===== src/rtl/game_ctrl.sv =====
// game_ctrl: round/game sequencer that arms, serves, scores bar hits and spends lives.
// All outputs decode from the registered state one clock after the deciding edge; no backpressure, inputs are levels.
module game_ctrl #(
  parameter int LIVES          = 3,
  parameter int HITS_PER_LEVEL = 4,
  parameter int MAX_LEVEL      = 7,
  parameter int SERVE_DELAY    = 25_000_000,
  parameter int CLR_CYCLES     = 2,
  parameter int SCORE_MAX      = 999
) (
  input  logic       clock,
  input  logic       reset,
  input  logic       btn_start,
  input  logic       endgame,
  input  logic       hit_bar,
  output logic       ball_run,
  output logic [1:0] lives,
  output logic [9:0] score,
  output logic [2:0] speed_level,
  output logic       game_over,
  output logic [2:0] state_leds
);

  typedef enum logic [2:0] {
    IDLE = 3'd0,
    ARM  = 3'd1,
    PLAY = 3'd2,
    LOST = 3'd3,
    OVER = 3'd4
  } state_t;

  localparam int DW = $clog2(SERVE_DELAY + 1);
  localparam int CW = $clog2(CLR_CYCLES + 1);
  localparam int HW = $clog2(HITS_PER_LEVEL + 1);

  localparam logic [DW-1:0] DLY_LAST   = DW'(SERVE_DELAY - 1);
  localparam logic [CW-1:0] CLR_LAST   = CW'(CLR_CYCLES - 1);
  localparam logic [HW-1:0] HIT_LAST   = HW'(HITS_PER_LEVEL - 1);
  localparam logic [1:0]    LIVES_INIT = 2'(LIVES);
  localparam logic [9:0]    SCORE_TOP  = 10'(SCORE_MAX);
  localparam logic [2:0]    LEVEL_TOP  = 3'(MAX_LEVEL);

  state_t        state, state_d;
  logic [1:0]    lives_d;
  logic [9:0]    score_d;
  logic [2:0]    level_d;
  logic [HW-1:0] hit_cnt, hit_cnt_d;
  logic [DW-1:0] dly_cnt, dly_cnt_d;
  logic [CW-1:0] clr_cnt, clr_cnt_d;
  logic          start_q, hit_q;
  logic          start_rise, hit_rise;

  assign start_rise = btn_start & ~start_q;
  assign hit_rise   = hit_bar & ~hit_q;

  always_comb begin
    state_d   = state;
    lives_d   = lives;
    score_d   = score;
    level_d   = speed_level;
    hit_cnt_d = hit_cnt;
    dly_cnt_d = '0;
    clr_cnt_d = '0;
    case (state)
      IDLE: begin
        if (start_rise) state_d = ARM;
      end
      ARM: begin
        if (dly_cnt == DLY_LAST) state_d = PLAY;
        else                     dly_cnt_d = dly_cnt + 1'b1;
      end
      PLAY: begin
        // losing the ball takes priority over a simultaneous bar contact
        if (endgame) begin
          state_d = LOST;
        end else if (hit_rise) begin
          score_d = (score >= SCORE_TOP) ? SCORE_TOP : score + 1'b1;
          if (hit_cnt == HIT_LAST) begin
            hit_cnt_d = '0;
            level_d   = (speed_level >= LEVEL_TOP) ? LEVEL_TOP : speed_level + 1'b1;
          end else begin
            hit_cnt_d = hit_cnt + 1'b1;
          end
        end
      end
      LOST: begin
        if (clr_cnt == CLR_LAST) begin
          hit_cnt_d = '0;
          lives_d   = (lives == 2'd0) ? 2'd0 : lives - 2'd1;
          state_d   = (lives <= 2'd1) ? OVER : IDLE;
        end else begin
          clr_cnt_d = clr_cnt + 1'b1;
        end
      end
      OVER: begin
        lives_d = 2'd0;
        if (start_rise) begin
          state_d   = ARM;
          lives_d   = LIVES_INIT;
          score_d   = '0;
          level_d   = '0;
          hit_cnt_d = '0;
        end
      end
      default: state_d = IDLE;
    endcase
  end

  always_ff @(posedge clock) begin
    if (!reset) begin
      state       <= IDLE;
      lives       <= LIVES_INIT;
      score       <= '0;
      speed_level <= '0;
      hit_cnt     <= '0;
      dly_cnt     <= '0;
      clr_cnt     <= '0;
      start_q     <= 1'b0;
      hit_q       <= 1'b0;
    end else begin
      state       <= state_d;
      lives       <= lives_d;
      score       <= score_d;
      speed_level <= level_d;
      hit_cnt     <= hit_cnt_d;
      dly_cnt     <= dly_cnt_d;
      clr_cnt     <= clr_cnt_d;
      start_q     <= btn_start;
      hit_q       <= hit_bar;
    end
  end

  assign ball_run   = (state == PLAY);
  assign game_over  = (state == OVER);
  assign state_leds = state;

endmodule

===== config.mk =====
export PLATFORM = sky130hd
export DESIGN_NAME = game_ctrl
export DESIGN_NICKNAME = d
export VERILOG_FILES = /design/src/rtl/game_ctrl.sv
export SDC_FILE = /design/constraint.sdc
export NUM_CORES = 1
export LEC_CHECK = 0
export ABC_CLOCK_PERIOD_IN_PS = 5000
export CORE_AREA = 8 8 79 81
export CTS_CLUSTER_DIAMETER = 150
export DETAILED_ROUTE_END_ITERATION = 10
export DIE_AREA = 0 0 87 89
export HOLD_SLACK_MARGIN = 0.1
export MAX_ROUTING_LAYER = met4
export PLACE_DENSITY = 0.66
export SETUP_SLACK_MARGIN = 0.15
export SYNTH_ARGS = -nofsm -noshare
export SYNTH_HDL_FRONTEND = slang
export SYNTH_SLANG_ARGS = --single-unit

===== constraint.sdc =====
create_clock -name clock -period 5 [get_ports clock]
set_input_delay 0.75 -clock clock [delete_from_list [all_inputs] [get_ports clock]]
set_output_delay 0.75 -clock clock [all_outputs]
set_load 0.01 [all_outputs]

# --- Word level (Yosys, flattened, before mapping) ---
# Cells that the tools add are included.
# Widths: inputs -> output; s select.
op_classes:
  n_addsub: 6
  order_cmp: 3
  eq_ne: 15
  n_mux: 26
  bitwise: 7
  n_reduce_logical: 13
op_table:
  columns: ["operator", "n"]
  rows:
  - ["$mux 3", 14]
  - ["$mux 10", 4]
  - ["$add 25x1->25 const B", 1]
  - ["$eq 25x25->1 const B", 1]
  - ["$pmux 10 s2", 1]
  - ["$pmux 3 s4", 1]
  - ["$add 10x1->10 const B", 1]
  - ["$ge 10x10->1 const B", 1]
  - ["$reduce_and 5->1", 2]
  - ["$eq 3x2->1 const B", 3]
  - ["$pmux 3 s3", 1]
  - ["$ne 2x1->1 const B", 4]
  - ["$ne 2x2->1 const B", 4]
  - ["$reduce_and 4->1", 2]
  - ["$add 3x1->3 const B", 2]
  - ["$mux 2", 3]
  - ["$pmux 3 s2", 1]
  - ["$reduce_or 3->1", 2]
  - ["$not 1->1", 5]
  - ["$pmux 2 s2", 1]
  - ["$reduce_bool 2->1", 2]
  - ["$eq 3x1->1 const B", 1]
  - ["$eq 3x3->1 const B", 1]
  - ["$ge 3x3->1 const B", 1]
  - ["other kinds (10)", 11]
word_totals:
  ff_bits: 50
  input_bits: 5
  output_inout_bits: 20

# --- Longest topological paths before layout ---
# Gate-level depths: netlist of the first run.
depth:
  ltp_word: 6
  mapped_depth: 9

# --- Worst setup path after synthesis of the first run ---
# OpenSTA, ideal clock, no wires.
synth_path:
  path_kind: "input -> register"
  start: "input port endgame"
  end: "register score[2]"
  setup_ps: 116
  arrival_time_ps: 2036
  path_slack_ps: 2848
  cell_stages: 5
  n_path_buf: 0
  cell_sequence: "or3b_2 -> a21oi_1 -> o21ai_1 -> o21bai_1 -> a31o_2"
synth_via:
  elab_chain_cells: 2
synth_lines:
  columns: ["item", "line", "source"]
  rows:
  - ["from (decl)", "14", "input logic endgame,"]
  - ["$ne 2x2->1 (no line)", null, null]
  - ["$reduce_and 4->1 (no line)", null, null]
  - ["to (signal assigned)", "123", "score <= score_d;"]
  - ["to (decl)", "18", "output logic [9:0] score,"]
# No other way between the ends.
# A chain may end at the register's enable or synchronous reset.

# --- Final worst setup path of the first run ---
layout_path:
  start: "register state[2], in the netlist state_leds[2]"
  end: "output port game_over"
layout_via:
  elab_chain_cells: 1
layout_lines:
  columns: ["item", "line", "source"]
  rows:
  - ["from (decl)", "43", "state_t state, state_d;"]
  - ["from (signal assigned)", "121", "state <= state_d;"]
  - ["$eq 3x3->1", "134", "assign game_over = (state == OVER);"]
  - ["to (decl)", "20", "output logic game_over,"]
# No other way between the ends.

==> results of run 1 <==
final cells by class:
| cell class | instances | area, um2 |
|---|---|---|
| clock buffer | 5 | 68.82 |
| sequential | 50 | 1001 |
| clock inverter | 3 | 43.79 |
| fill | 475 | 2172 |
| tap | 70 | 87.58 |
| multi-input combinational | 223 | 1334 |
| inverter | 8 | 30.03 |
| timing repair buffer | 24 | 240.2 |
registers in the layout (all words and copies together), names as in the netlist:
register	count
dly_cnt	25
score	10
hit_cnt	3
speed_level	3
state_leds	3
clr_cnt	2
lives	2
hit_q	1
start_q	1
cell families after synthesis:
group / share of synthesized area
xor gates and xnor gates: 0.08637
adders and majority gates: 0.03085
and+or+nand+nor: 0.3013
DFF: 0.4113
AOI/OAI and AO/OA: 0.1296
buffers and inverters: 0.04061
worst paths after layout:
| check | start | to | slack [ns] | cells past startpoint |
|---|---|---|---|---|
| hold / removal | clr_cnt[0] | clr_cnt[0] | 0.43 | 1 |
| setup / recovery | state_leds[2] | game_over | 2.24 | 3 |
| hold reg to reg | clr_cnt[0] | clr_cnt[0] | 0.43 | 1 |
| setup reg to reg | dly_cnt[12] | dly_cnt[19] | 2.70 | 5 |
Yosys cell counts, types with 2 or more instances:
cell type and instances:
a21boi_0 4, a21o_1 2, a21oi_1 11, a31o_2 2
and2_1 4, and3_1 9, and4_1 4, buf_8 2
clkbuf_1 6, dfxtp_1 50, ha_1 6, inv_1 8
nand2_1 27, nand2b_1 8, nand3_1 16, nand3b_1 2
nand4_1 4, nor2_1 41, nor2b_1 5, nor3_1 11
nor3b_1 2, nor4_1 4, o211ai_1 5, o21a_1 5
o21ai_0 7, o21bai_1 2, o22ai_1 4, or3_1 2
or3b_2 2, xnor2_1 17, xor2_1 7
stage by stage:
stage          std cells  utilization
5_1_grt              383       0.5636
2_1_floorplan        291            -
3_3_place_gp         375       0.5410
6_report             383       0.5636
4_1_cts              383       0.5636
3_5_place_dp         375       0.5410
layer usage:
layer / track usage / part of all wire / vias to the layer above
li1: - / - / 1050
met5: - / 0 / -
met2: 0.2408 / 0.49 / 41
met3: 0.03768 / 0.055 / 5
met4: 0.05008 / 0.012 / 0
met1: 0.1510 / 0.45 / 936
where the power goes:
group	switching, uW	internal [uW]	total (uW)
Sequential	3.08	400	403
Combinational	12.9	9.23	22.1
Clock	137	150	287
worst reg2reg max path, stage by stage, from the launching register on:
cell and delay [ns]:
dfxtp_1 0.41, nand4_1 0.13, or4_1 0.44, nor4_2 0.35, or3_1 0.72, nor2_1 0.12
==> metrics.md, run 1 <==
| Metric | Value |
|---|---|
| Outcome | `finished clean` |
| Bufs on Longest Clock Path | `2` |
| Die Y | `approximately 89 um` |
| Worst Setup End Kind | `primary output` |
| Initial Utilization | `0.4889` |
| Pwr dens | `253.9 nW/um2` |
| Fmax | `roughly 0.36 GHz` |
| Ant diodes | `0` |
| Critical-path top delay cell | `or3b_2` |
| WL per Instance | `about 13 um` |
| Hold_ws | `approximately 0.43 ns` |
| H-tree levels | `2` |
| First-pass DRT Iterations | `4` |
| Global route overflow | `0` |
| Cts hold-fix bufs | `0` |
| Lkg Pwr | `just under 0.001 uW` |
| Die width | `87 um` |
| RSZ-0062 raised after global routing | `false` |
| Most frequent cells in the layout | `dfxtp_1 (50), nor2_1 (41), nand2_1 (27)` |
| Mapped cell area | `2434 um2` |
| Async SR Flop Fraction | `0` |
| Max_cap viols | `0` |
| CP Max Fanout | `9` |
| Commonest non-fill, non-tap cell in the layout | `dfxtp_1` |
| Largest net degree at the start of global routing | `26` |
| Initial antenna violation count | `0` |
| Max Slew Vio Count | `0` |
| Die area | `around 7700 um2` |
| Routed vias/inst | `between 5 and 6` |
| Synth top area share | `0.4113` |
| Setup violations, final | `0` |
| Drc violations | `0` |
| Worst Path Required | `~4.3 ns` |
| Arr. time, crit path | `2.01 ns` |
| Startpoint class of the critical path | `flip-flop` |
| Area post-placement | `2693 um2` |
| Largest cells by area after synthesis | `dfxtp_1 (41%), nor2_1 (6.3%), xnor2_1 (6.1%), nand2_1 (4.2%), nand3_1 (3.3%)` |
| Pwr Total | `712.3 uW` |
| Seq/Total Area, Yosys | `0.4113` |
| First DRT Iteration DRCs | `142` |
| Max stage delay on crit path | `0.56 ns` |
| Mean Syn Cell Area | `about 8.4 um2` |
| Critical path's top delay family | `buffers and inverters` |
| Share of cells above drive strength 1 | `0.04792` |
| Maximum vdd drop | `between 0.00015 and 0.0002 V` |
| Fin. Hold Viols | `0` |
| Skew-Pair Late Insertion Delay | `0.30 ns` |
| IO buf count | `24` |
| Layout area overhead | `15.27%` |
| GRT Overall Usage | `0.1394` |
| Total clock buffers created by CTS | `5` |
| CTS tree | `built` |
| Final instance area | `~2800 um2` |
| CTS clk-pin slew, worst paths | `0.09 ns` |
| Post-CTS setup repair buffer count | `0` |
| Setup TNS | `0 ns` |
| Register bit total from synthesis | `50` |
| Period Utilization, post-route | `0.5513` |
| Post-synth EDFFs | `0` |
| Slew margin rel. | `0.4453` |
| Top_reg_cell synth | `dfxtp_1` |
| Nets | `323` |
| Vias in the first global route | `~1900` |
| Routed WL | `just under 5000 um` |
| Clock skew | `0.006405 ns` |
| IO Count | `25` |
| Row count | `26` |
| Gpl congestion | `about 0.78` |
| CP Cell Sequence | `or3b_2 > inv_1 > clkdlybuf4s50_1` |
| Slew of the pin with the lowest slew margin | `0.8320 ns` |
| HPWL Detailed | `between 3000 and 4000 um` |
| Worst min path class | `flip-flop to flip-flop` |
| Post-Syn Instances | `between 200 and 300` |
| Post-CTS Resized | `0` |
| First-pass GRT wire length | `8459 um` |
| Vias | `about 2000` |
| CORE AREA | `4977 um2` |
| Period minus WS final | `roughly 2.8 ns` |
| Yosys cell types | `43` |
| Post-placement setup slack | `2.020 ns` |
| Yosys top cell by area | `dfxtp_1` |
| Yosys warning count | `0` |
| Number of routed nets with antenna violations | `0` |
| Buf/Inv on CP | `2` |
| CP Class | `flip-flop to primary output` |
| Clk Tree Root Cell | `clkbuf_8` |
| Mapped Nets | `just over 300` |
| Slack of the critical path | `2.243 ns` |
| Sink Count | `50` |
(Power assumes the default switching activity.)
==> run 2, diff against run 1 <==
--- a/config.mk
+++ b/config.mk
@@ -5,7 +5,7 @@
 export SDC_FILE = /design/constraint.sdc
 export NUM_CORES = 1
 export LEC_CHECK = 0
-export ABC_CLOCK_PERIOD_IN_PS = 5000
+export ABC_CLOCK_PERIOD_IN_PS = 2790
 export CORE_AREA = 8 8 79 81
 export CTS_CLUSTER_DIAMETER = 150
 export DETAILED_ROUTE_END_ITERATION = 10
==> constraint.sdc (replaced) <==
create_clock -name clock -period 2.79 [get_ports clock]
set_input_delay 0.4185 -clock clock [delete_from_list [all_inputs] [get_ports clock]]
set_output_delay 0.4185 -clock clock [all_outputs]
set_load 0.01 [all_outputs]
==> run 2 against run 1 <==
Net effect:
- routed wire length increased by 0.50%
- core utilization decreased by 0.075 points
- final cell count increased by 0.78%
- critical endpoint unchanged
- combinational power increased by 110%
- setup slack got worse by 1.9 ns
- largest power group unchanged
- sequential share of layout area about the same
==> metrics.md, run 2 (synthesis results as in run 1) <==
| Metric | Value |
|---|---|
| Initial antenna violation count | `0 (unchanged)` |
| First-pass GRT wire length | `8128 um (-3.9%)` |
| Routed vias/inst | `5.202 (-1.9%)` |
| CP Max Fanout | `9 (unchanged)` |
| Largest register FFs | `25 (unchanged)` |
| Worst Setup End Kind | `primary output` |
| Bufs on Longest Clock Path | `2 (unchanged)` |
| FF+latch area | `1001 um2 (unchanged)` |
| Vias | `2008 (-1.2%)` |
| First-pass DRT Iterations | `4 (unchanged)` |
| Critical-path top delay cell | `or3b_2` |
| Share of cells above drive strength 1 | `0.05696 (+0.009039)` |
| WL per Instance | `12.90 um (-0.28%)` |
| Setup TNS | `0 ns (unchanged)` |
| Initial Utilization | `0.4889 (unchanged)` |
| Routed WL | `4980 um (+0.50%)` |
| Slew of the pin with the lowest slew margin | `0.5326 ns (-0.2994 ns)` |
| Global route overflow | `0 (unchanged)` |
| Hold-critical path depth | `1 (unchanged)` |
| Largest regs | `dly_cnt (25), score (10)` |
| Nets | `327 (+1.2%)` |
| CP Class | `flip-flop to primary output` |
| Biggest register | `dly_cnt` |
| Arr. time, crit path | `2.01 ns (about the same)` |
| Slew margin rel. | `0.6425 (+0.1972)` |
| FF-to-FF path depth | `6 (+1)` |
| CTS tree | `built` |
| Period minus WS final | `2.428 ns` |
| DP Cell Count | `379 (+1.1%)` |
| Die Y | `89 um (unchanged)` |
| Most frequent cells in the layout | `dfxtp_1 (50), nor2_1 (41), nand2_1 (27)` |
| Fillers | `472 (-0.63%)` |
| Area of the multi-input gates | `1334 um2 (unchanged)` |
| GRT Overall Usage | `0.1359 (-0.003443)` |
| Fin. Hold Viols | `0 (unchanged)` |
| Post-CTS setup repair buffer count | `0 (unchanged)` |
| Outcome | `finished clean` |
| Startpoint class of the critical path | `flip-flop` |
| Pwr dens | `415.1 nW/um2 (+63%)` |
| Sink Count | `50 (unchanged)` |
| Max_cap viols | `0 (unchanged)` |
| Commonest non-fill, non-tap cell in the layout | `dfxtp_1` |
| Drc violations | `0 (unchanged)` |
| Skew-Pair Late Insertion Delay | `0.30 ns (about the same)` |
| Worst min path class | `flip-flop to flip-flop` |
| CORE AREA | `4977 um2 (unchanged)` |
| Cts hold-fix bufs | `0 (unchanged)` |
| Worst Path Required | `2.37 ns (-1.88 ns)` |
| Maximum vdd drop | `0.0002073 V (+26%)` |
| Largest net degree at the start of global routing | `26 (unchanged)` |
| CP Cell Sequence | `or3b_2 > inv_1 > clkdlybuf4s50_1` |
| Fmax | `0.4119 GHz` |
| Setup violations, final | `0 (unchanged)` |
| Crit path from | `state_leds[2]` |
| Gpl congestion | `0.7773 (-0.24%)` |
| Post-CTS Resized | `0 (unchanged)` |
| IO buf count | `24 (unchanged)` |
| Clock skew | `0.007732 ns (+0.001327 ns)` |
| Util after Layout | `0.5628 (-0.0007540)` |
| Die width | `87 um (unchanged)` |
| Ant diodes | `0 (unchanged)` |
| Max Slew Vio Count | `0 (unchanged)` |
| Hold Path Origin | `clr_cnt[0]` |
| RSZ-0062 raised after global routing | `false` |
| Max stage delay on crit path | `0.56 ns (about the same)` |
| Layout area overhead | `15.12%` |
| Total clock buffers created by CTS | `5 (unchanged)` |
| Number of routed nets with antenna violations | `0 (unchanged)` |
| Die area | `7743 um2 (unchanged)` |
| Vias in the first global route | `1815 (-4.9%)` |
| HPWL Detailed | `3613 um (+1.6%)` |
| First DRT Iteration DRCs | `67 (-53%)` |
| Row count | `26 (unchanged)` |
| Non-Filler Instances | `386 (+0.78%)` |
| CTS clk-pin slew, worst paths | `0.09 ns (about the same)` |
| Period Utilization, post-route | `0.8703` |
| Clk Tree Root Cell | `clkbuf_8` |
| Reg-to-reg critical path startpoint | `dly_cnt[12]` |
| Lkg Pwr | `0.0009669 uW (+0.52%)` |
| H-tree levels | `2 (unchanged)` |
| IO Count | `25 (unchanged)` |
==> run 2: cell types whose count changed in the layout (fill, tap and decap cells not counted), sizes merged <==
cell / delta
inv: -1
buf: +4
bufinv: -1
clkinv: +1
==> run 2: per-stage QoR <==
step	power (uW)	area, um2	hold WS, ns	setup WS, ns
6_report	1163	2801	0.4220	0.3620
5_1_grt	1216	2801	0.4665	0.2573
4_1_cts	1183	2801	0.4278	0.3381
3_5_place_dp	783.5	2723	0.4155	0.3087
3_3_place_gp	783.4	2723	0.4090	0.3395
2_1_floorplan	769.0	2434	0.3987	0.9692
==> run 2: critical path, delay by kind of cell, from the launching register on <==
| family | cells | cell delay, ns |
|---|---|---|
| flip-flops | 1 | 0.48 |
| buffers and inverters | 2 | 0.66 |
| AND/OR/NAND/NOR | 1 | 0.56 |
==> run 2: final timing paths <==
kind                endpoint  slack (ns)
setup / recovery   game_over        0.36
hold / removal    clr_cnt[0]        0.42
setup reg to reg  dly_cnt[3]        0.82
hold reg to reg   clr_cnt[0]        0.42
==> run 2: area by class of cell <==
type,count,area share
timing repair buffer,28,0.09647
clock inverter,2,0.003573
sequential,50,0.3573
clock buffer,5,0.02456
tap,70,0.03126
inverter,8,0.01072
multi-input combinational,223,0.4761
==> run 2: report_power, final <==
| group | leakage (uW) | switching [uW] | total (uW) | internal, uW |
|---|---|---|---|---|
| combinational | 0.000520 | 27.3 | 47.2 | 19.9 |
| clock | 0.0000438 | 228 | 397 | 169 |
| sequential | 0.000404 | 2.02 | 719 | 717 |
| total | 0.000967 | 257 | 1160 | 905 |
==> run 2: metal layers <==
layer / up-vias / track usage / wire length [um]
met5: - / - / 0
met4: 0 / 0.05477 / 87
met3: 8 / 0.03309 / 169
met2: 27 / 0.2394 / 2415
met1: 919 / 0.1438 / 2306
li1: 1054 / - / -
